### config.mk
export PLATFORM = sky130hd
export DESIGN_NAME = fetch_unit
export DESIGN_NICKNAME = d
export VERILOG_FILES = /design/src/rtl/fetch_unit.sv
export SDC_FILE = /design/constraint.sdc
export NUM_CORES = 1
export LEC_CHECK = 0
export ABC_CLOCK_PERIOD_IN_PS = 1800
export BUFFER_PORTS_ARGS = -buffer_cell sky130_fd_sc_hd__buf_2
export CAP_MARGIN = 10
export CORE_ASPECT_RATIO = 0.75
export CORE_MARGIN = 3
export CORE_UTILIZATION = 35
export CTS_CLUSTER_DIAMETER = 80
export DETAILED_ROUTE_END_ITERATION = 10
export GPL_TIMING_DRIVEN = 0
export PLACE_DENSITY = 0.73
export SYNTH_ARGS = -nofsm -noshare
export SYNTH_HDL_FRONTEND = slang
export SYNTH_SLANG_ARGS = --single-unit
export TNS_END_PERCENT = 1
### constraint.sdc
create_clock -name clk -period 1.8 [get_ports clk]
set_clock_uncertainty 0.15 [all_clocks]
set_input_delay 0.18 -clock clk [delete_from_list [all_inputs] [get_ports clk]]
set_output_delay 0.18 -clock clk [all_outputs]
set_load 0.05 [all_outputs]
### src/rtl/fetch_unit.sv
// Instruction fetch stage: owns the PC, drives the synchronous program
// memory and presents opcode + optional immediate over valid/ready.
//
// Ports:
//   clk, rst          clock, synchronous active-high reset
//   mem_addr, mem_ce  memory read address (always pc) and read strobe
//   mem_data_in       memory read data, valid the cycle after mem_ce
//   pc                address of the next byte to fetch
//   inst_out, imm_out opcode and immediate (0x00 for one-byte opcodes)
//   inst_two_byte     presented opcode carries an immediate byte
//   inst_pc           address of the presented opcode byte
//   fetch_valid/ready handshake towards the control unit
//   pc_load(_addr)    branch/jump redirect

module fetch_unit #(
  parameter int                 ADDR_W   = 8,
  parameter logic [ADDR_W-1:0]  RESET_PC = '0
) (
  input  logic              clk,
  input  logic              rst,
  output logic [ADDR_W-1:0] mem_addr,
  output logic              mem_ce,
  input  logic [7:0]        mem_data_in,
  output logic [ADDR_W-1:0] pc,
  output logic [7:0]        inst_out,
  output logic [7:0]        imm_out,
  output logic              inst_two_byte,
  output logic [ADDR_W-1:0] inst_pc,
  output logic              fetch_valid,
  input  logic              fetch_ready,
  input  logic              pc_load,
  input  logic [ADDR_W-1:0] pc_load_addr
);

  localparam logic [2:0] F_OP  = 3'd0;
  localparam logic [2:0] W_OP  = 3'd1;
  localparam logic [2:0] F_IMM = 3'd2;
  localparam logic [2:0] W_IMM = 3'd3;
  localparam logic [2:0] HOLD  = 3'd4;

  logic [2:0]        state_q, state_d;
  logic [ADDR_W-1:0] pc_q, pc_d;
  logic [ADDR_W-1:0] inst_pc_q, inst_pc_d;
  logic [7:0]        inst_q, inst_d;
  logic [7:0]        imm_q, imm_d;
  logic              two_q, two_d;
  logic              op_is_two;

  assign op_is_two = (mem_data_in[7:6] == 2'b00);

  always_comb begin
    state_d   = state_q;
    pc_d      = pc_q;
    inst_pc_d = inst_pc_q;
    inst_d    = inst_q;
    imm_d     = imm_q;
    two_d     = two_q;
    unique case (state_q)
      F_OP: begin
        inst_pc_d = pc_q;
        pc_d      = pc_q + ADDR_W'(1);
        state_d   = W_OP;
      end
      W_OP: begin
        inst_d = mem_data_in;
        two_d  = op_is_two;
        if (op_is_two) begin
          state_d = F_IMM;
        end else begin
          imm_d   = 8'h00;
          state_d = HOLD;
        end
      end
      F_IMM: begin
        pc_d    = pc_q + ADDR_W'(1);
        state_d = W_IMM;
      end
      W_IMM: begin
        imm_d   = mem_data_in;
        state_d = HOLD;
      end
      HOLD: begin
        if (fetch_ready) state_d = F_OP;
      end
      default: state_d = F_OP;
    endcase
    // A redirect drops the partial instruction and any returning read
    // data; a concurrent HOLD transfer has already been accepted.
    if (pc_load) begin
      state_d   = F_OP;
      pc_d      = pc_load_addr;
      inst_pc_d = inst_pc_q;
      inst_d    = inst_q;
      imm_d     = imm_q;
      two_d     = two_q;
    end
  end

  always_ff @(posedge clk) begin
    if (rst) begin
      state_q   <= F_OP;
      pc_q      <= RESET_PC;
      inst_pc_q <= RESET_PC;
      inst_q    <= 8'h00;
      imm_q     <= 8'h00;
      two_q     <= 1'b0;
    end else begin
      state_q   <= state_d;
      pc_q      <= pc_d;
      inst_pc_q <= inst_pc_d;
      inst_q    <= inst_d;
      imm_q     <= imm_d;
      two_q     <= two_d;
    end
  end

  assign mem_addr      = pc_q;
  assign pc            = pc_q;
  assign mem_ce        = (state_q == F_OP) || (state_q == F_IMM);
  assign fetch_valid   = (state_q == HOLD);
  assign inst_out      = inst_q;
  assign imm_out       = imm_q;
  assign inst_two_byte = two_q;
  assign inst_pc       = inst_pc_q;

endmodule
Word-level counts from Yosys, hierarchy flattened --
Cells that the tools add are included.
Operators by class: $add $sub $neg 1, equality and inequality tests 6, mux-type cells 7, bitwise operators 1, reductions and logical operators 10
Operators by type and width (number):
- $mux 8 | 3
- $pmux 8 s2 | 1
- $pmux 3 s5 | 1
- $add 8x1->8 const B | 1
- $eq 3x2->1 const B | 2
- $mux 3 | 2
- $reduce_and 2->1 | 2
- $reduce_bool 2->1 | 2
- $reduce_or 2->1 | 2
- $eq 3x1->1 const B | 1
- $eq 3x3->1 const B | 1
- $logic_not 3->1 | 1
- $reduce_and 3->1 | 1
- $logic_not 2->1 | 1
- $ne 2x1->1 const B | 1
- $ne 2x2->1 const B | 1
- $logic_or 1x1->1 | 1
- $not 1->1 | 1
Storage, ports and cells: register bits 36, bits of input ports 20, output and inout bits 43, logic and storage cells 31

Logic depth before layout (Yosys ltp) --
Gate-level depths: netlist of the first run.
depth in word-level cells 4, gate-level depth with buffers 5, depth with buffers taken out 4

Least setup slack after synthesis of the first run --
Ideal clock, no wire load.
kind flip-flop to flip-flop, from register state_q[2], to register state_q[2], setup time 0.086 ns, arrival 2.093 ns, data required time 1.564 ns, slack -0.528 ns, stages on the path, launching flop included 5, clock period less this slack 2.328 ns, cells stage by stage dfxtp_1 buf_2 nor3b_1 nand2b_1 a211oi_1
On the way: longest elaborated chain between the ends 2
RTL lines:
- start: declaration | RTL line 41 | logic [2:0] state_q, state_d;
- start signal: assignment | RTL line 108 | state_q <= state_d;
- $eq 3x3->1 (*)
- net fetch_valid | RTL line 29 | output logic fetch_valid,
- $pmux 3 s5 or $ne 2x1->1 (tied branches)
The timed path passes the listed nets; every way through them passes the cells marked *. A chain may end at the register's enable or synchronous reset.

Final worst setup path of the first run --
from register state_q[0], to output mem_ce
On the way: longest elaborated chain between the ends 2
RTL lines:
- $eq 3x2->1 or $logic_not 3->1 (tied branches) | RTL line 119 | assign mem_ce = (state_q == F_OP) || (state_q == F_IMM);
- $logic_or 1x1->1 (*) | RTL line 119
- end: declaration | RTL line 22 | output logic mem_ce,
Every way passes the cells marked *; elsewhere a longest branch is shown, timed or not.

==> results of run 1 <==
how the worst max path moves through the flow:
stage                     start     endpoint  slack [ps]
finish               state_q[0]       mem_ce         -40
global route         state_q[2]       mem_ce        -120
floorplan           mem_addr[0]  mem_addr[4]        -320
global placement    mem_addr[0]  mem_addr[4]         -80
detailed placement  mem_addr[0]  mem_addr[4]        -100
CTS                 mem_addr[0]  mem_addr[4]           8
synthesized netlist by cell type (all sizes together) (2+ instances only):
master / number / area share, %
inv: 4 / 0.94
nand2b: 4 / 1.6
a21oi: 18 / 5.6
clkbuf: 10 / 2.3
nor4: 3 / 2.1
nand4: 9 / 3.5
o21ai: 13 / 4.1
nand2: 20 / 4.7
a311oi: 4 / 2.2
nor4b: 2 / 1.5
buf: 12 / 5.8
nor2: 14 / 3.3
nand3: 3 / 0.94
or3: 4 / 1.6
mux2i: 8 / 5.0
or3b: 2 / 1.1
dfxtp: 36 / 45
a211oi: 2 / 0.94
per-layer routing:
layer  track usage [%]  vias up  part of all wire (%)
li1                  -      786                     -
met1              21.7      746                    48
met2              23.7       39                    45
met3              5.46        5                   6.3
met4              5.42        0                   1.2
met5                 0        -                     0
flip-flops by register name, indices dropped and copies added, names as in the netlist:
register       flops
imm_out            8
inst_out           8
inst_pc            8
mem_addr           8
state_q            3
inst_two_byte      1
metrics by stage:
stage | setup WS (ps) | hold slack, ps | cells | TNS (ps)
2_1_floorplan | -317 | 166 | 183 | -907
3_3_place_gp | -84.9 | 292 | 299 | -84.9
3_5_place_dp | -97.2 | 294 | 299 | -334
4_1_cts | 7.60 | 2.20 | 307 | 0
5_1_grt | -119 | 2.26 | 307 | -526
6_report | -42.2 | 5.48 | 307 | -42.2
power by group through the flow:
stage	logic [mW]	registers [mW]	clock network [mW]
after detailed placement	0.381	0.877	0
after global placement	0.378	0.876	0
after floorplan	0.187	0.970	0
after global routing	0.423	0.867	0.542
after CTS	0.389	0.860	0.508
final	0.395	0.862	0.502
kinds of logic (layout without fill, tap and decap cells):
family	Yosys count	after routing	share of synthesized area, %
AOI/OAI and AO/OA	44	44	16.3
xor gates and xnor gates	1	1	0.547
adders and majority gates	1	1	0.781
buffers and inverters	26	95	9.06
DFF	36	36	45.0
muxes	8	8	5.00
and+or+nand+nor	67	67	23.3
worst max-delay path, cell delays in order (launching register included):
cell,delay [ps]
dfxtp_1,330
clkbuf_4,190
nor2_1,360
buf_2,350
layout make-up:
type	instances	area [µm²]	share of cell area (%)
Buffer	22	133	6.25
Timing Repair Buffer	64	333	15.7
Tap cell	55	68.8	3.24
Inverter	4	15.0	0.707
Clock buffer	5	68.8	3.24
Sequential cell	36	728	34.3
Multi-Input combinational cell	121	777	36.6
repair_timing:
| item | in CTS | in global routing |
|---|---|---|
| pin swaps | 1 | 0 |
| hold buffers | 1 | 0 |
| setup buffers | 2 | 0 |
| hold endpoints to repair | 1 | 0 |
| setup endpoints to repair | 10 | 14 |
| resized for setup | 3 | 11 |
==> metrics, run 1 <==
Root Driver clkbuf_8; min-delay worst type input port to flip-flop; Core ar. 4230 µm²; H-tree lvl count 2; Total Wirelength 4300 µm; Switching Share 31.8%; Max clock buf depth 2; Distinct cells, synth 38; Hold Startpoint mem_data_in[0]; final worst path period share 102%; leakage 0.914 nW; utilization after layout 50.2%; Row Count 20; critical path arrival 1510 ps; first-pass GRT wire length 6910 µm; Max VDD drop 0.395 mV; clk_lat worst skew 280 ps; CTS tree built; status finished, violations left; Critical Path RT 1470 ps; leading cell type in the layout, fill and taps excluded buf_2; post-route cell area 2120 µm²; setup violators final 1; RePlAce Congestion 0.821; P per Cell Area 828 nW/µm²; Placement Cell Area 1980 µm²; Rel. slew slack 49.6%; number of routed nets with antenna violations 0; nets 275; minimum clock period 1840 ps; n_diodes 0; FMAX 543 MHz; Gate Count Post-Synth 183; failing checks setup timing; Critical Path Source Type flip-flop; max-cap violations 0; Via density 5.13; number of remaining DRC errors 0; hold path cells 3; routed via count 1576; Ys Warns 0; RR Endpoint inst_two_byte; chip height 64.6 µm; Most used DFF post-synth dfxtp_1; mapped cell area 1600 µm²; sw power 560 µW; Port Buffer Count 61; post-route setup slack -42.2 ps; Clock Pin Slew Worst Setup and Hold Paths 70 ps; Worst-Margin Slew 750 ps; Tot Pwr 1.76 mW; part of the power in combinational logic 22.5%; First DRT Iteration DRCs 74; Syn Nets 204; initial antenna violation count 0; critical path capture point type output port; Mean Syn Cell Area 8.76 µm²; Final Hold Fails 0; vias in the first global route 1422; Die X 84.1 µm; reg2reg path depth 5; fraction of registers with async set/reset 0%; Slew Viols, Final 0; EDFF count, synth 0; R2R Path Start state_q[1]; RSZ-0062 raised after global routing yes; commonest non-fill, non-tap cells in the layout buf_2 (61), dfxtp_1 (34), nand2_1 (20), a21oi_1 (17), nor2_1 (14); R2R setup slack 20 ps; clock power share 28.5%; Seq pwr share 49.0%; num ports 63; CTS sink count 36; sequential share of the synthesized area 45.0%; Seq cells post-synth 36; DP Wirelength 3130 µm; Initial DRT Pass Iterations 4; initial core utilization 37.9%; Die Area 5440 µm²; Max FO, Critical Path 10; Layout area overhead 32.5%; WL/cell 14.0 µm; hold path endpoint inst_out[0]; Congestion Overflow GR 0; Num CTS Buffers 5; pin count of the biggest net entering global routing 11; Fillers 437; worst setup path class flip-flop to output port; GRT Total Usage 16.0%; internal power 1.20 mW; ratio of cells with drive above 1 in the final layout 37.3%
(Power assumes the default switching activity.)
==> inputs of run 2 (changes only) <==
SETUP_SLACK_MARGIN = 0.3   (was unset)
==> metrics, run 2 (synthesis gave the netlist of run 1 again) <==
Die Area 5440 µm² (unchanged); RSZ-0062 raised after global routing yes; reg2reg path depth 4 (-1); minimum clock period 1730 ps (-109 ps); P per Cell Area 814 nW/µm² (-1.8%); Port Buffer Count 61 (unchanged); hold path endpoint mem_addr[5]; clk_lat worst skew 290 ps (about the same); hold path cells 3 (unchanged); Clock Pin Slew Worst Setup and Hold Paths 70 ps (about the same); Initial DRT Pass Iterations 4 (unchanged); Final TNS setup 0 ps (+42.2 ps); H-tree lvl count 2 (unchanged); Slew Viols, Final 0 (unchanged); FMAX 577 MHz (+6.3%); internal power 1.24 mW (+3.4%); Root Driver clkbuf_8; Layout area overhead 42.0%; critical path arrival 1780 ps (+270 ps); Critical Path Source Type flip-flop; pin count of the biggest net entering global routing 13 (+2); Core ar. 4230 µm² (unchanged); min-delay worst type input port to flip-flop; CTS tree built; crit path from mem_addr[0]; Tot Pwr 1.85 mW (+5.3%); Min Hold Slack 15.0 ps (+9.51 ps); leading cell type in the layout, fill and taps excluded buf_2; RePlAce Congestion 0.818 (-0.38%); Max VDD drop 0.509 mV (+29%); WL/cell 14.3 µm (+1.9%); Max clock buf depth 2 (unchanged); number of remaining DRC errors 0 (unchanged); Total Wirelength 4570 µm (+6.2%); Worst-Margin Slew 599 ps (-150 ps); ratio of cells with drive above 1 in the final layout 39.6% (+2.3 points); Via density 5.00 (-2.6%); Die X 84.1 µm (unchanged); n_diodes 0 (unchanged); num ports 63 (unchanged); chip height 64.6 µm (unchanged); critical path capture point type flip-flop; initial core utilization 37.9% (unchanged); Hold Startpoint pc_load_addr[5]; Row Count 20 (unchanged); R2R Path Start mem_addr[0]; First DRT Iteration DRCs 147 (+99%); setup violators final 0 (-1); leakage 0.982 nW (+7.4%); commonest non-fill, non-tap cells in the layout buf_2 (60), dfxtp_1 (32), nand2_1 (20), a21oi_1 (17), buf_4 (14); Placement Cell Area 2010 µm² (+1.6%); nets 285 (+3.6%); first-pass GRT wire length 6840 µm (-1.1%); part of the power in combinational logic 23.1% (+0.6 points); sw power 612 µW (+9.4%); Congestion Overflow GR 0 (unchanged); utilization after layout 53.8% (+3.6 points); post-route cell area 2280 µm² (+7.2%); Rel. slew slack 60.0% (+10 points); status finished, final reports clean; Switching Share 33.1% (+1.2 points); worst setup path class flip-flop to flip-flop; GRT Total Usage 16.0% (-0.054 points); final worst path period share 96.3% (-6.0 points); vias in the first global route 1350 (-5.1%); number of routed nets with antenna violations 0 (unchanged); Num CTS Buffers 5 (unchanged); R2R setup slack 70 ps (+50 ps); Max FO, Critical Path 6 (-4); Seq pwr share 46.4% (-2.6 points); DP Wirelength 3120 µm (-0.26%); clock power share 30.5% (+2.0 points); initial antenna violation count 0 (unchanged); Final Hold Fails 0 (unchanged); CTS sink count 36 (unchanged); routed via count 1600 (+1.5%); Critical Path RT 1850 ps (+380 ps); RR Endpoint mem_addr[4]; max-cap violations 0 (unchanged)
run 2: changes by cell type in the layout (fill, tap and decap cells not counted), moves of 2 or more:
cell	change
clkinv_2	+2
o21ai_0	-5
dfxtp_1	-2
clkbuf_4	-2
o21ai_1	+5
buf_4	+4
buf_6	+2
dfxtp_2	+2
dlygate4sd3_1	+6
run 2: critical path, cell delays in order, from the launching register on:
cell and delay [ps]:
dfxtp_4 400, ha_4 130, or3b_4 400, or3_4 340
a311oi_2 230
run 2: routing by layer:
| layer | part of all wire [%] | routed length [µm] | track usage (%) |
|---|---|---|---|
| met1 | 48 | 2200 | 22.2 |
| met2 | 43 | 1960 | 23.0 |
| met3 | 7.9 | 361 | 4.83 |
| met4 | 1.2 | 53 | 6.02 |
| met5 | 0 | 0 | 0 |
run 2: power by group through the flow:
stage               clock network (mW)  logic (mW)  registers, mW
finish                           0.565       0.428          0.859
global route                     0.604       0.450          0.864
CTS                              0.572       0.410          0.862
detailed placement                   0       0.384          0.879
global placement                     0       0.383          0.878
floorplan                            0       0.191          0.972
run 2: metrics by stage:
stage / std cells / setup WS [ps]
finish: 320 / 66.5
global route: 320 / 30.7
CTS: 318 / 59.0
detailed placement: 299 / -30.9
global placement: 299 / -24.5
floorplan: 183 / 49.3
run 2: timing repair:
item,CTS,global route
hold buffers,7,0
endpoints found under the hold margin,7,0
endpoints found under the setup margin,31,37
pin swaps,4,1
buffers inserted,4,2
resized for setup,6,14
run 2: worst max-delay path by stage:
stage	slack, ps	depth (start not counted)	end
after floorplan	50	4	mem_addr[4]
after global placement	-20	4	inst_pc[7]
after global routing	30	4	mem_addr[4]
final	70	4	mem_addr[4]
after detailed placement	-30	4	inst_pc[0]
after CTS	60	5	inst_two_byte
run 2: layout make-up:
type | instances | area, µm²
Buffer | 22 | 144
Clock buffer | 5 | 68.8
Clock inverter | 3 | 18.8
Fill cell | 418 | 1950
Inverter | 4 | 15.0
Multi-Input combinational cell | 121 | 795
Sequential cell | 36 | 731
Tap cell | 55 | 68.8
Timing Repair Buffer | 74 | 435
